### config.mk
export PLATFORM = sky130hd
export DESIGN_NAME = lpc_host_ng
export DESIGN_NICKNAME = d
export VERILOG_FILES = /design/src/rtl/lpc_host_ng.sv
export SDC_FILE = /design/constraint.sdc
export NUM_CORES = 1
export LEC_CHECK = 0
export ABC_AREA = 1
export CAP_MARGIN = 20
export CELL_PAD_IN_SITES_DETAIL_PLACEMENT = 0
export CELL_PAD_IN_SITES_GLOBAL_PLACEMENT = 1
export CORE_ASPECT_RATIO = 1.5
export CORE_MARGIN = 5
export CORE_UTILIZATION = 41
export CTS_BUF_LIST = sky130_fd_sc_hd__clkbuf_8
export CTS_CLUSTER_SIZE = 12
export DETAILED_ROUTE_END_ITERATION = 16
export GPL_TIMING_DRIVEN = 0
export PLACE_DENSITY = 0.95
export SYNTH_ARGS = -nofsm -noshare
export SYNTH_HDL_FRONTEND = slang
export SYNTH_SLANG_ARGS = --single-unit
### constraint.sdc
create_clock -name clk_i -period 5.5 [get_ports clk_i]
set_clock_uncertainty 0.15 [all_clocks]
set_input_delay 0.55 -clock clk_i [delete_from_list [all_inputs] [get_ports clk_i]]
set_output_delay 0.55 -clock clk_i [all_outputs]
set_load 0.02 [all_outputs]
### src/rtl/lpc_host_ng.sv
// LPC host master: turns single-byte valid/ready requests into LPC I/O or
// memory read/write cycles, with sync-wait timeouts, abort sequencing and
// a stretched LRESET# after reset.
module lpc_host_ng #(
    parameter int MEM_ADDR_W     = 32,
    parameter int SHORT_WAIT_MAX = 8,
    parameter int LONG_WAIT_MAX  = 1024,
    parameter int RESET_CYCLES   = 16
) (
    input  logic        clk_i,
    input  logic        rst_i,
    input  logic        req_valid_i,
    output logic        req_ready_o,
    input  logic        req_write_i,
    input  logic        req_mem_i,
    input  logic [31:0] req_addr_i,
    input  logic [7:0]  req_wdata_i,
    output logic        rsp_valid_o,
    output logic [7:0]  rsp_rdata_o,
    output logic [1:0]  rsp_status_o,
    output logic        busy_o,
    output logic [4:0]  state_o,
    input  logic [3:0]  lad_i,
    output logic [3:0]  lad_o,
    output logic        lad_oe_o,
    output logic        lframe_n_o,
    output logic        lreset_n_o
);

    localparam int MAX_AB = (SHORT_WAIT_MAX > LONG_WAIT_MAX) ? SHORT_WAIT_MAX : LONG_WAIT_MAX;
    localparam int MAXC   = (MAX_AB > RESET_CYCLES) ? MAX_AB : RESET_CYCLES;
    localparam int CNT_W  = $clog2(MAXC + 2) + 1;
    localparam bit MEM32  = (MEM_ADDR_W == 32);

    localparam logic [CNT_W-1:0] SHORT_LIM = CNT_W'(SHORT_WAIT_MAX);
    localparam logic [CNT_W-1:0] LONG_LIM  = CNT_W'(LONG_WAIT_MAX);
    localparam logic [CNT_W-1:0] RST_LAST  = CNT_W'(RESET_CYCLES - 1);
    localparam logic [CNT_W-1:0] ONE       = CNT_W'(1);

    typedef enum logic [4:0] {
        S_RST       = 5'd0,
        S_IDLE      = 5'd1,
        S_START     = 5'd2,
        S_CYCTYPE   = 5'd3,
        S_ADDR      = 5'd4,
        S_WDATA     = 5'd5,
        S_HTAR1     = 5'd6,
        S_HTAR2     = 5'd7,
        S_SYNC      = 5'd8,
        S_RDATA     = 5'd9,
        S_PTAR      = 5'd10,
        S_ABORT     = 5'd11,
        S_ABORT_END = 5'd12,
        S_RESP      = 5'd13
    } state_t;

    state_t           state, state_d;
    logic [CNT_W-1:0] cnt, cnt_d, wait_n, addr_last;
    logic             wlong, wlong_d;
    logic [1:0]       status_q, status_d;
    logic [31:0]      addr_q;
    logic [7:0]       wdata_q, rbuf, rdata_q;
    logic             wr_q, mem_q;
    logic [2:0]       nib_idx;

    // Address is stored MSB-aligned so nibble 7 is always the first one driven.
    assign addr_last   = (mem_q && MEM32) ? CNT_W'(7) : CNT_W'(3);
    assign nib_idx     = 3'd7 - cnt[2:0];

    assign busy_o       = (state != S_IDLE);
    assign lreset_n_o   = (state != S_RST);
    assign state_o      = state;
    assign rsp_rdata_o  = rdata_q;
    assign rsp_status_o = status_q;

    // State, counters, request capture and read-data registers.
    always_ff @(posedge clk_i) begin
        if (rst_i) begin
            state    <= S_RST;
            cnt      <= '0;
            wlong    <= 1'b0;
            status_q <= '0;
            rdata_q  <= '0;
            rbuf     <= '0;
            addr_q   <= '0;
            wdata_q  <= '0;
            wr_q     <= 1'b0;
            mem_q    <= 1'b0;
        end else begin
            state    <= state_d;
            cnt      <= cnt_d;
            wlong    <= wlong_d;
            status_q <= status_d;
            if (state == S_IDLE && req_valid_i) begin
                wr_q    <= req_write_i;
                mem_q   <= req_mem_i;
                wdata_q <= req_wdata_i;
                if (req_mem_i && MEM32) addr_q <= req_addr_i;
                else                    addr_q <= {req_addr_i[15:0], 16'h0000};
            end
            if (state == S_RDATA) begin
                if (cnt[0]) rbuf[7:4] <= lad_i;
                else        rbuf[3:0] <= lad_i;
            end
            // Publish read data on the last PTAR cycle so it is stable during RESP.
            if (state == S_PTAR && cnt[0] && !wr_q) rdata_q <= rbuf;
        end
    end

    // Next-state, counter update and LPC/request output decode.
    always_comb begin
        state_d     = state;
        cnt_d       = cnt + ONE;
        wlong_d     = wlong;
        status_d    = status_q;
        wait_n      = ONE;
        lad_o       = 4'hF;
        lad_oe_o    = 1'b0;
        lframe_n_o  = 1'b1;
        req_ready_o = 1'b0;
        rsp_valid_o = 1'b0;
        case (state)
            S_RST: if (cnt == RST_LAST) state_d = S_IDLE;
            S_IDLE: begin
                req_ready_o = 1'b1;
                cnt_d       = '0;
                if (req_valid_i) state_d = S_START;
            end
            S_START: begin
                lframe_n_o = 1'b0;
                lad_oe_o   = 1'b1;
                lad_o      = 4'h0;
                state_d    = S_CYCTYPE;
            end
            S_CYCTYPE: begin
                lad_oe_o = 1'b1;
                lad_o    = {1'b0, mem_q, wr_q, 1'b0};
                state_d  = S_ADDR;
            end
            S_ADDR: begin
                lad_oe_o = 1'b1;
                lad_o    = addr_q[{nib_idx, 2'b00} +: 4];
                if (cnt == addr_last) state_d = wr_q ? S_WDATA : S_HTAR1;
            end
            S_WDATA: begin
                lad_oe_o = 1'b1;
                lad_o    = cnt[0] ? wdata_q[7:4] : wdata_q[3:0];
                if (cnt[0]) state_d = S_HTAR1;
            end
            S_HTAR1: begin
                lad_oe_o = 1'b1;
                state_d  = S_HTAR2;
            end
            S_HTAR2: state_d = S_SYNC;
            S_SYNC: begin
                // Wait count restarts on SYNC entry (cnt==0) or when the wait type flips.
                case (lad_i)
                    4'b0000: begin
                        status_d = 2'b00;
                        state_d  = wr_q ? S_PTAR : S_RDATA;
                    end
                    4'b1010: begin
                        status_d = 2'b01;
                        state_d  = wr_q ? S_PTAR : S_RDATA;
                    end
                    4'b0101: begin
                        wait_n  = (wlong || cnt == '0) ? ONE : cnt + ONE;
                        wlong_d = 1'b0;
                        cnt_d   = wait_n;
                        if (wait_n > SHORT_LIM) begin
                            status_d = 2'b10;
                            state_d  = S_ABORT;
                        end
                    end
                    4'b0110: begin
                        wait_n  = (!wlong || cnt == '0) ? ONE : cnt + ONE;
                        wlong_d = 1'b1;
                        cnt_d   = wait_n;
                        if (wait_n > LONG_LIM) begin
                            status_d = 2'b10;
                            state_d  = S_ABORT;
                        end
                    end
                    default: begin
                        status_d = 2'b11;
                        state_d  = S_ABORT;
                    end
                endcase
            end
            S_RDATA: if (cnt[0]) state_d = S_PTAR;
            S_PTAR:  if (cnt[0]) state_d = S_RESP;
            S_ABORT: begin
                lframe_n_o = 1'b0;
                lad_oe_o   = 1'b1;
                if (cnt == CNT_W'(3)) state_d = S_ABORT_END;
            end
            S_ABORT_END: state_d = S_RESP;
            S_RESP: begin
                rsp_valid_o = 1'b1;
                state_d     = S_IDLE;
            end
            default: state_d = S_RST;
        endcase
        if (state_d != state) cnt_d = '0;
    end

endmodule

==> run_results.csv, run 1 <==
group,metric,value,unit
logic_synthesis,netlist.area_leader.share,0.369,
setup_path,arrival,3140,ps
cts,cts_tree,"done",
routing,vias,4588,
logic_synthesis,synth_top_cell_by_area,"dfxtp_1",
logic_synthesis,syn_nets,693,
logic_synthesis,ys_async_sr_fraction,0,
timing,timing.final.crit_share,0.698,
finish,design_area,5280,µm²
die,die_w,92.9,µm
global_routing,grt_first_pass_wirelength,21.7,mm
cts,clockBufferDepth,2,
logic_synthesis,synth_compound_area_frac,0.195,
finish,diodes,0,
setup_path,crit_path_start_kind,"flip-flop",
placement,place.gp.congestion,0.917,
logic_synthesis,synth-seq-cells,78,
die,rows,45,
cts,cts_buffers,9,
routing,dr.pass1.iters,5,
flow_run,maxCapViolations,0,
cts,cts_num_sinks,78,
pwr,power_switching,265,µW
cts,clkTransAtPathRegs,90,ps
logic_synthesis,ys.flop_type,"dfxtp_1",
logic_synthesis,synth_fa_ha_area_frac,0.00592,
logic_synthesis,syn_area,4230,µm²
timing,tightest_slew,715,ps
pwr,p_per_area,205,nW/µm²
cts,clk_latency,360,ps
pwr,p_leak,0.00213,µW
cts,postCtsHoldBufs,0,
placement,placed_cells,831,
logic_synthesis,ys_top_cells_by_area,"dfxtp_1 37%, nand2_1 10%, a21oi_1 8.3%",
pwr,pwr-share-seq,0.524,
routing,routedWlPerCell,15.7,µm
routing,drc_errors,0,
logic_synthesis,synth_edf_count,0,
timing,fmax,260,MHz
die,die_h,134,µm
finish,syn_to_final_growth,24.8,%
setup_path,required,4800,ps
setup_path,path_class,"flip-flop to output pin",
timing,rsz0062_at_grt,"false",
global_routing,grt_start_max_net_pins,13,
cts,post-cts-setup-buffers,0,
timing,fin_crit,3840,ps
pwr,combinationalPowerShare,0.097,
finish,drive_above_1_share,0.0700,
cts,cts_root_buf,"clkbuf_8",
finish,nNetsFinal,776,
global_routing,grt_use_total,0.219,
logic_synthesis,synthSimpleGateAreaFrac,0.317,
setup_path,cp_max_fo,10,
global_routing,antenna_found_initial,0,
routing,ant_nets,0,
die,core_region_area,10100,µm²
logic_synthesis,yosysUniqueCellTypes,40,
timing,fin_setup_tns,0,ps
placement,dpl-instance-area,5090,µm²
logic_synthesis,yosysWarnings,0,
setup_path,reg2reg_depth,20,
cts,h-tree-depth,3,
logic_synthesis,syn_inst,642,
timing,hold_viol,0,
worst_hold_path,whs_path_depth,2,
routing,vias_per_cell,5.42,
setup_path,cp-end-kind,"output pin",
finish,layoutNonFillerInstCount,846,
cts,cts_resized,0,
logic_synthesis,synth_xor_area_frac,0.00414,
timing,drv_slew,0,
timing,setup_viol,0,
die,die_area,12500,µm²
timing,relSlewSlack,0.520,
pwr,internal_power,818,µW
logic_synthesis,synthMuxAreaShare,0.0189,
pwr,clock_power_share,0.379,
placement,port_buffers,72,
placement,detailed_place_hpwl,10.5,mm
global_routing,grt_pass1_vias,4485,
status,status,"finished clean",
pwr,p_sw_frac,0.245,
global_routing,overflow,0,
logic_synthesis,yosysSeqAreaShare,0.369,
worst_hold_path,hold_path_class,"flip-flop to flip-flop",
routing,drt_iter0_drc,304,
logic_synthesis,synth_top_family_by_area,"simple AND/OR/NAND/NOR gates",
die,io_pins,74,
pwr,vdd_drop_max,0.223,mV
die,start_util,0.417,
logic_synthesis,postSynthAreaPerCell,6.59,µm²
routing,routed_wl,13.3,mm
==> kinds of logic (layout without fill, tap and decap cells) <==
family          Yosys count  after routing
fa+ha+maj                 2              2
xor+xnor                  2              2
compound gates          156            156
flops                    78             78
mux                       8              8
other cells               1              1
simple gates            301            301
buf+inv                  94            181
==> power by group through the flow <==
stage / clock, µW / combinational (µW) / sequential, µW
2_1_floorplan: 0 / 47.5 / 580
3_3_place_gp: 0 / 104 / 580
3_5_place_dp: 0 / 104 / 580
4_1_cts: 419 / 104 / 567
5_1_grt: 445 / 114 / 567
6_report: 411 / 105 / 567
==> registers in the layout (all words and copies together), names as in the netlist <==
| register | count |
|---|---|
| rbuf | 8 |
| rsp_status_o | 2 |
| wdata_q | 8 |
| rsp_rdata_o | 8 |
| state_o | 5 |
| cnt | 12 |
| wr_q | 1 |
| mem_q | 1 |
| wlong | 1 |
| addr_q | 32 |
==> cells in the mapped netlist (4+ instances only) <==
cell type	count
nand2_1	113
nor2_1	91
dfxtp_1	78
a21oi_1	70
o21ai_0	66
inv_1	59
nand3_1	49
clkbuf_1	21
nor2_2	14
nand4_1	12
mux2i_1	8
inv_2	6
nand2_2	4
nor3_1	4
==> final timing paths <==
path	startpoint	to	slack (ps)
worst max-delay path	cnt[0]	lad_o[0]	1660
worst max register to register	cnt[0]	cnt[0]	1860
worst min-delay path	rbuf[1]	rsp_rdata_o[1]	310
worst min register to register	rbuf[1]	rsp_rdata_o[1]	310
==> layer usage <==
| metal | vias to the layer above | routed length (µm) | GRT usage |
|---|---|---|---|
| li1 | 2300 | - | - |
| met3 | 24 | 621 | 0.0387 |
| met2 | 141 | 6930 | 0.395 |
| met4 | 0 | 269 | 0.0693 |
| met1 | 2123 | 5450 | 0.259 |
| met5 | - | 0 | 0 |
==> layout make-up <==
class,count,area [µm²]
plain buffers,27,120
clock buffers,9,124
clock inverters,6,56.3
fillers,1035,4860
inverters,67,254
multi-input cells,470,2290
flip-flops and latches,78,1560
well taps,117,146
repair buffers,72,721
==> layout by cell type, fill, tap and decap left out, types with 12 or more instances in the layout <==
cell type / instances
nand3_1: 49
nand2_1: 113
clkbuf_1: 21
dfxtp_1: 78
o21ai_0: 66
nand4_1: 12
clkdlybuf4s50_1: 72
inv_1: 61
nor2_2: 14
nor2_1: 91
a21oi_1: 70
==> metrics by stage <==
stage | power (µW) | hold WS [ps] | util | setup WS (ps)
CTS | 1090 | 317 | 0.520 | 1690
floorplan | 628 | 270 | - | 2750
finish | 1080 | 314 | 0.520 | 1660
global route | 1130 | 337 | 0.520 | 1500
global placement | 684 | 296 | 0.503 | 1940
detailed placement | 684 | 297 | 0.503 | 1880
==> worst max-delay path, cell delays in order, from the launching register on <==
cell and delay, ps:
dfxtp_1 400, inv_2 150, clkbuf_1 400, clkbuf_1 500, o21ai_0 170, o221ai_1 290
nand3_1 150, nand4_1 130, clkdlybuf4s50_1 620
(Power assumes the default switching activity.)
==> inputs of run 2 (changes only) <==
CORE_UTILIZATION = 38   (was 41)
PLACE_DENSITY = 0.9   (was 0.95)
clock period = 3.7 ns   (was 5.5 ns; I/O delays follow)
==> run 2 against run 1 <==
Compared with the run above:
- die area increased by 7.2%
- final area increased by 1.5%
- combinational power increased by 49%
- register-to-register slack got worse by 1300 ps
- first-iteration DRC count increased by 18%
- worst setup slack got worse by 1400 ps
- final cell count increased by 3.5%
- routed wire length increased by 0.50%
- via count decreased by 0.39%
==> run_results.csv, run 2 (synthesis gave the netlist of run 1 again) <==
group,metric,value,unit
flow_run,maxCapViolations,0,
routing,vias,4570,
setup_path,worst_path_dominant_cell_family,"buffers and inverters",
placement,dpl-instance-area,5130,µm²
finish,largest_reg_flops,32,
pwr,p_leak,0.00213,µW
cts,cts_tree,"done",
die,die_area,13400,µm²
global_routing,grt_use_total,0.210,
routing,drc_errors,0,
cts,clkTransAtPathRegs,90,ps
routing,routedWlPerCell,15.2,µm
die,rows,47,
cts,post-cts-setup-buffers,0,
setup_path,reg2reg_depth,17,
finish,layoutNonFillerInstCount,876,
timing,timing.final.crit_share,0.933,
setup_path,crit_path_start_kind,"flip-flop",
worst_hold_path,hold_start,"rbuf[1]",
finish,largest-register,"addr_q",
finish,design_area,5350,µm²
timing,tightest_slew,685,ps
setup_path,crit_slowest_cell,"clkdlybuf4s50_1",
global_routing,overflow,0,
placement,detailed_place_hpwl,10.5,mm
status,status,"finished clean",
setup_path,crit_buf_inv,3,
global_routing,antenna_found_initial,0,
global_routing,grt_start_max_net_pins,15,
setup_path,r2r-start,"cnt[0]",
cts,cts_buffers,9,
pwr,total_power,1730,µW
timing,rsz0062_at_grt,"false",
setup_path,path_class,"flip-flop to output pin",
timing,setup_viol,0,
setup_path,rrSetupSlack,570,ps
finish,layout_common_cells,"113 x nand2_1, 91 x nor2_1, 78 x dfxtp_1",
worst_hold_path,hold_path_class,"flip-flop to flip-flop",
pwr,vdd_drop_max,0.180,mV
setup_path,crit_chain,"clkbuf_1 -> clkbuf_2 -> o21ai_0 -> o221ai_1 -> nand3_1 -> nand4_1 -> clkdlybuf4s50_1",
setup_path,required,3180,ps
cts,h-tree-depth,3,
setup_path,r2r_end,"cnt[1]",
timing,hold_viol,0,
routing,drt_iter0_drc,359,
die,die_w,96.1,µm
finish,nNetsFinal,775,
die,die_h,139,µm
placement,place.gp.congestion,0.956,
routing,routed_wl,13.3,mm
die,start_util,0.384,
finish,syn_to_final_growth,26.6,%
finish,drive_above_1_share,0.0768,
die,core_region_area,11000,µm²
pwr,p_per_area,323,nW/µm²
timing,drv_slew,0,
cts,clk_latency,360,ps
timing,whs,313,ps
worst_hold_path,min_to,"rsp_rdata_o[1]",
cts,cts_num_sinks,78,
timing,fin_crit,3450,ps
routing,dr.pass1.iters,5,
timing,fmax,290,MHz
placement,placed_cells,861,
placement,port_buffers,72,
setup_path,cp_max_fo,10,
worst_hold_path,whs_path_depth,2,
cts,clockBufferDepth,2,
setup_path,cp-end-kind,"output pin",
finish,diodes,0,
global_routing,grt_first_pass_wirelength,22.1,mm
routing,ant_nets,0,
setup_path,critical_path.max_stage_delay,620,ps
cts,cts_root_buf,"clkbuf_8",
die,io_pins,74,
setup_path,arrival,2930,ps
global_routing,grt_pass1_vias,4618,
finish,largestRegisters,"addr_q (32), cnt (12)",
timing,fin_setup_tns,0,ps
finish,final_common_cell,"nand2_1",
timing,relSlewSlack,0.540,
routing,vias_per_cell,5.22,
-- run 2: routing by layer --
metal / GRT usage / part of all wire / routed length (µm) / vias up
li1: - / - / - / 2295
met4: 0.0892 / 0.034 / 453 / 0
met1: 0.245 / 0.40 / 5370 / 2119
met3: 0.0385 / 0.042 / 561 / 33
met2: 0.365 / 0.52 / 6960 / 123
met5: 0 / 0 / 0 / -
-- run 2: worst reg2reg max path, cell delays in order (launching register included) --
cell and delay, ps:
dfxtp_1 500, inv_2 200, clkbuf_2 260, ha_1 360
inv_1 80, nand2_1 50, nor2_1 110, nand3_1 130
nor2_1 110, nand3_1 80, nand2_1 110, nand3_1 90
a21oi_1 240, nand3_1 110, nand2_1 90, nand3_2 110
buf_6 190, nor2_2 100
-- run 2: how the worst max path moves through the flow --
stage                      start        to  slack, ps  depth (start not counted)
after global placement    cnt[0]    cnt[0]        180                         20
after CTS                 cnt[0]  lad_o[0]         40                          8
after global routing      cnt[0]  lad_o[0]        140                          7
final                     cnt[0]  lad_o[0]        250                          7
after detailed placement  cnt[0]    cnt[1]        170                         19
after floorplan           cnt[0]    cnt[0]        950                         20
-- run 2: per-stage QoR --
step           utilization  worst slack (ps)
3_3_place_gp         0.467               178
4_1_cts              0.487              35.3
3_5_place_dp         0.467               169
2_1_floorplan            -               948
6_report             0.487               248
5_1_grt              0.487               144
-- run 2: area by class of cell --
cell class                      count  area, µm²
Buffer                             26        119
Tap cell                          147        184
Timing Repair Buffer               72        721
Clock buffer                        9        124
Multi-Input combinational cell    470       2290
Sequential cell                    78       1560
Fill cell                        1144       5640
Clock inverter                      7       97.6
Inverter                           67        254
-- run 2: what timing repair did --
action                     4_1_cts  5_1_grt
gates resized for setup          0        4
hold endpoints to repair         0        0
setup endpoints to repair        0       14
hold buffers                     0        0
-- run 2: power by group --
| group | internal [µW] | switching, µW |
|---|---|---|
| registers | 840 | 2.49 |
| logic | 73.2 | 83.0 |
| clock network | 382 | 349 |
==> inputs of run 3 (changes only) <==
SETUP_SLACK_MARGIN = 0.5   (was not set)
==> run 3 against run 2 <==
Compared with the run above:
- power rose by 0.42%
- hold slack got worse by 0.82 ps
- flip-flop and latch count did not move
- register-to-register slack better by 180 ps
- sequential power about the same
- critical endpoint is now lad_o[2]
- non-clock buffer count grew 4
- fmax is 12% higher
==> run_results.csv, run 3 (synthesis gave the netlist of run 1 again) <==
group,metric,value,unit
worst_hold_path,hold_start,"rbuf[0]",
timing,timing.final.crit_share,0.832,
timing,hold_viol,0,
timing,tightest_slew,685,ps
die,start_util,0.384,
setup_path,worst_path_dominant_cell_family,"simple AND/OR/NAND/NOR gates",
setup_path,required,3180,ps
routing,routed_wl,13.3,mm
finish,layout_common_cells,"113 x nand2_1, 90 x nor2_1, 76 x dfxtp_1",
timing,drv_slew,0,
finish,design_area,5420,µm²
setup_path,r2r_end,"cnt[1]",
routing,drt_iter0_drc,336,
cts,cts_tree,"done",
cts,clk_latency,360,ps
routing,routedWlPerCell,15.2,µm
timing,fin_setup_tns,0,ps
placement,port_buffers,72,
finish,nNetsFinal,779,
placement,detailed_place_hpwl,10.5,mm
global_routing,grt_use_total,0.210,
setup_path,crit_path_start_kind,"flip-flop",
global_routing,overflow,0,
die,core_region_area,11000,µm²
finish,final_util,0.493,
cts,cts_buffers,9,
placement,placed_cells,861,
global_routing,grt_pass1_vias,4618,
pwr,p_leak,0.00216,µW
pwr,vdd_drop_max,0.181,mV
finish,layoutNonFillerInstCount,880,
placement,place.gp.congestion,0.956,
worst_hold_path,hold_path_class,"flip-flop to flip-flop",
global_routing,antenna_found_initial,0,
routing,vias,4576,
cts,cts_root_buf,"clkbuf_8",
timing,fmax,325,MHz
routing,ant_nets,0,
setup_path,crit_buf_inv,2,
setup_path,cp-end-kind,"output pin",
setup_path,arrival,2560,ps
timing,relSlewSlack,0.540,
timing,rsz0062_at_grt,"false",
cts,cts_num_sinks,78,
setup_path,crit_slowest_cell,"clkdlybuf4s50_1",
global_routing,grt_start_max_net_pins,15,
die,die_area,13400,µm²
setup_path,crit_chain,"inv_2 -> nor2_1 -> nand3_1 -> nor2_1 -> a22oi_1 -> nand4_1 -> clkdlybuf4s50_1",
finish,largestRegisters,"addr_q (32), cnt (12)",
cts,h-tree-depth,3,
worst_hold_path,whs_path_depth,2,
finish,syn_to_final_growth,28.3,%
finish,drive_above_1_share,0.0900,
routing,dr.pass1.iters,5,
setup_path,critical_path.max_stage_delay,620,ps
setup_path,path_class,"flip-flop to output pin",
routing,vias_per_cell,5.20,
setup_path,r2r-start,"cnt[0]",
finish,largest_reg_flops,32,
setup_path,cp_max_fo,7,
die,die_h,139,µm
worst_hold_path,min_to,"rbuf[0]",
status,status,"finished clean",
routing,drc_errors,0,
flow_run,maxCapViolations,0,
finish,largest-register,"addr_q",
cts,clockBufferDepth,2,
setup_path,reg2reg_depth,19,
timing,fin_crit,3080,ps
die,rows,47,
finish,final_common_cell,"nand2_1",
cts,clkTransAtPathRegs,90,ps
setup_path,cp_common_cell,"nor2_1",
cts,postCtsHoldBufs,0,
global_routing,grt_first_pass_wirelength,22.1,mm
timing,setup_viol,0,
die,die_w,96.1,µm
placement,dpl-instance-area,5130,µm²
finish,diodes,0,
setup_path,rrSetupSlack,750,ps
die,io_pins,74,
pwr,p_per_area,320,nW/µm²
[run 3: changes by cell type in the layout (fill, tap and decap cells not counted), sizes merged]
cell / before / now
buf: 6 / 10
clkdlybuf4s50: 72 / 71
clkinv: 3 / 2
clkinvlp: 2 / 3
dlymetal6s2s: 0 / 1
[run 3: how the worst max path moves through the flow]
stage | from | to | depth (start not counted)
finish | state_o[2] | lad_o[2] | 7
global route | state_o[2] | lad_o[2] | 7
CTS | state_o[0] | lad_o[1] | 7
detailed placement | cnt[0] | cnt[1] | 19
global placement | cnt[0] | cnt[0] | 20
floorplan | cnt[0] | cnt[0] | 20
[run 3: final cells by class]
cell class              count  area, µm²
flip-flops and latches     78       1570
repair buffers             75        746
fillers                  1140       5570
clock inverters             7       97.6
well taps                 147        184
multi-input cells         470       2310
clock buffers               9        124
plain buffers              27        136
inverters                  67        258
[run 3: power by group]
group / switching, µW / total, µW / internal, µW
sequential: 2.46 / 842 / 840
combinational: 83.7 / 160 / 76.7
clock: 352 / 734 / 382
total: 438 / 1740 / 1300
[run 3: worst register-to-register path, delay by kind of cell, from the launching register on]
family          cells  cell delay [ps]
simple gates       12             1230
fa+ha+maj           1              160
compound gates      1              230
flops               1              380
buf+inv             5              740
[run 3: through the flow]
step / total power, µW / hold slack [ps] / worst slack, ps
after detailed placement: 1020 / 303 / 169
after CTS: 1740 / 311 / 515
final: 1740 / 312 / 623
after floorplan: 933 / 270 / 948
after global routing: 1800 / 336 / 506
after global placement: 1020 / 295 / 178
[run 3: layer usage]
metal  up-vias  wire length, µm  GRT usage
met2       123             6980      0.365
li1       2307                -          -
met4         0              470     0.0892
met3        39              524     0.0385
met5         -                0          0
met1      2107             5370      0.245
[run 3: repair_timing]
action                                  CTS  global route
gates resized for setup                   6            14
endpoints found under the setup margin   18            17
setup buffers                             0             3
pin swaps                                 0             1
gates cloned                              0             0
==> edit (settings of run 2) <==
Register the output `rsp_status_o` once more, with the module's reset; this adds one clock of latency there. The other outputs are not delayed to match.
--- a/src/rtl/lpc_host_ng.sv
+++ b/src/rtl/lpc_host_ng.sv
@@ -73,3 +73,9 @@
     assign rsp_rdata_o  = rdata_q;
-    assign rsp_status_o = status_q;
+    always_ff @(posedge clk_i) begin
+        if (rst_i) begin
+            rsp_status_o <= '0;
+        end else begin
+            rsp_status_o <= status_q;
+        end
+    end
 
Check against the original RTL: same outputs for any inputs over 10 cycles, from zero or initial values and one cycle with rst_i high; that may be too few to reach the edited logic, so the function may still have changed.
==> edit against run 2 <==
- synthesized cell count rose by 0.62%
- final cell count rose by 0.46%
- first-iteration DRC count shrank 19%
- clock power increased by 1%
- power rose by 1.7%
- sequential cell count grew 2
- synthesized area is 2.2% higher
- count of clock-buffer cells in the layout increased by 1
- setup slack improved by 0.052 ns
- routed wire length up 0.88%
- design area up 1.8%
- die area up 2.0%
- largest cell class unchanged
==> edit: results (changes against run 2) <==
global_route:
  track_usage_pct: 19.6  # -1.4 points
  grt_pass1_wl_mm: 21.9  # -0.81%
  antenna_found_initial: 0  # unchanged
  grt_pass1_vias: 4613  # -0.11%
  grt_max_degree: 15  # unchanged
timing:
  hold_ws_ns: 0.277  # -0.0354 ns
  worst_slew_pin_slew_ns: 0.671  # -0.0142 ns
yosys:
  synth_cell_types: 43  # +7.5%
  syn_nets: 697  # +0.58%
  yosys-top-cells-count: "nand2_1, dfxtp_1, a21oi_1, nor2_1, inv_1"
  yosysSeqAreaShare_pct: 37.1  # +0.12 points
  ys_top_cells_by_area: "dfxtp_1, nand2_1, a21oi_1"
hold_path:
  min_from: "status_q[1]"
  hold_class: "flop to flop"
  min_to: "rsp_status_o[1]"
layout:
  drive_gt1_share_pct: 8.46  # +0.78 points
  nFillCells: 1103  # -3.6%
  n_antenna_cell: 0  # unchanged
  top_regs: "addr_q x32, cnt x12"
  nNetsFinal: 779  # +0.52%
placement:
  io_buffer_count: 71  # -1.4%
  dp_hpwl_mm: 10.8  # +2.3%
  post_dp_cell_area_um2: 5220  # +1.6%
  place_congestion: 0.989  # +3.4%
setup_path:
  path_max_fanout: 10  # unchanged
  r2r_cells: 22  # +5
  r2r_end: "cnt[7]"
  ff2ff_setup_slack_ns: 0.30  # -0.27 ns
  critPathArrivalTime_ns: 3.55  # +0.62 ns
power_and_ir_drop:
  leakage_nw: 2.11  # -1.3%
  vdd_drop_max_mv: 0.210  # +16%
routing:
  wl_mm: 13.5  # +0.88%
  drt-vias-per-instance: 5.14  # -1.5%
  drtPass1Iterations: 5  # unchanged
  drt_iter0_drc: 290  # -19%
clock_tree:
  htreeDepth: 3  # unchanged
  insertion_delay_ns: 0.36  # about the same
  cts.path.max_buffers: 2  # unchanged
run_status:
  status: "finished clean"
[edit: cell types whose count changed after synthesis, sizes merged, moves of 6 or more]
cell,before,now
nand2,117,133
nand3,51,45
nor2,107,92
o21ai,69,61
nand4,12,5
a21oi,71,82
[edit: metrics by stage]
stage / utilization, % / TNS (ns) / worst slack [ns] / instances
2_1_floorplan: - / 0 / 0.707 / 646
3_3_place_gp: 46.9 / -0.00451 / -0.00150 / 864
3_5_place_dp: 46.9 / 0 / 0.0105 / 864
4_1_cts: 49.0 / 0 / 0.00437 / 880
5_1_grt: 49.0 / 0 / 0.0588 / 880
6_report: 49.0 / 0 / 0.301 / 880
[edit: worst max path at each step]
stage	to	cells past startpoint	from	slack, ns
4_1_cts	cnt[7]	22	cnt[0]	0.004
5_1_grt	cnt[9]	22	cnt[0]	0.06
3_3_place_gp	cnt[9]	21	cnt[0]	-0.002
3_5_place_dp	cnt[7]	22	cnt[0]	0.01
2_1_floorplan	cnt[10]	21	cnt[0]	0.71
6_report	cnt[7]	22	cnt[0]	0.30
[edit: layout make-up]
| cell class | count | share of cell area [%] |
|---|---|---|
| buffer | 30 | 2.50 |
| tap | 147 | 3.38 |
| sequential | 80 | 29.4 |
| clock buffer | 10 | 2.53 |
| clock inverter | 6 | 1.65 |
| multi-input combinational | 469 | 42.9 |
| inverter | 67 | 4.62 |
| timing repair buffer | 71 | 13.0 |
[edit: critical path, stage by stage, from the launching register on]
cell	delay, ns
dfxtp_1	0.33
buf_4	0.17
inv_2	0.13
clkbuf_2	0.25
clkbuf_2	0.29
ha_1	0.28
or2_0	0.22
nor2_1	0.15
nand2_1	0.07
nor2_1	0.09
nand2_1	0.05
nor2_1	0.14
nand2_1	0.09
nand2_2	0.09
nand2_1	0.07
a21oi_2	0.15
nand2_1	0.08
nand2_1	0.06
nand2_1	0.06
nor2_2	0.10
nand2_2	0.08
buf_6	0.16
nor2_2	0.08
[edit: metal layers]
layer	wire length, µm	GRT usage (%)	part of all wire, %	up-vias
met5	0	0	0	-
met4	489	9.54	3.6	0
met3	539	2.92	4.0	35
met2	7240	37.8	54	140
met1	5200	20.5	39	2047
li1	-	-	-	2300
[edit: cell families after synthesis]
| kind of cell | share of synthesized area (%) |
|---|---|
| xor gates and xnor gates | 0.608 |
| DFF | 37.1 |
| buffers and inverters | 8.92 |
| muxes | 1.85 |
| and+or+nand+nor | 30.4 |
| adders and majority gates | 0.579 |
| other | 0.0868 |
| AOI/OAI and AO/OA | 20.5 |
[edit: repair_timing]
item                                    4_1_cts  5_1_grt
resized for setup                             0        3
hold endpoints to repair                      0        0
endpoints found under the setup margin        0       15
[edit: where the power goes]
group / switching, W / internal [W]
Sequential: 0.00000166 / 0.000862
Clock: 0.000337 / 0.000401
Combinational: 0.0000857 / 0.0000735
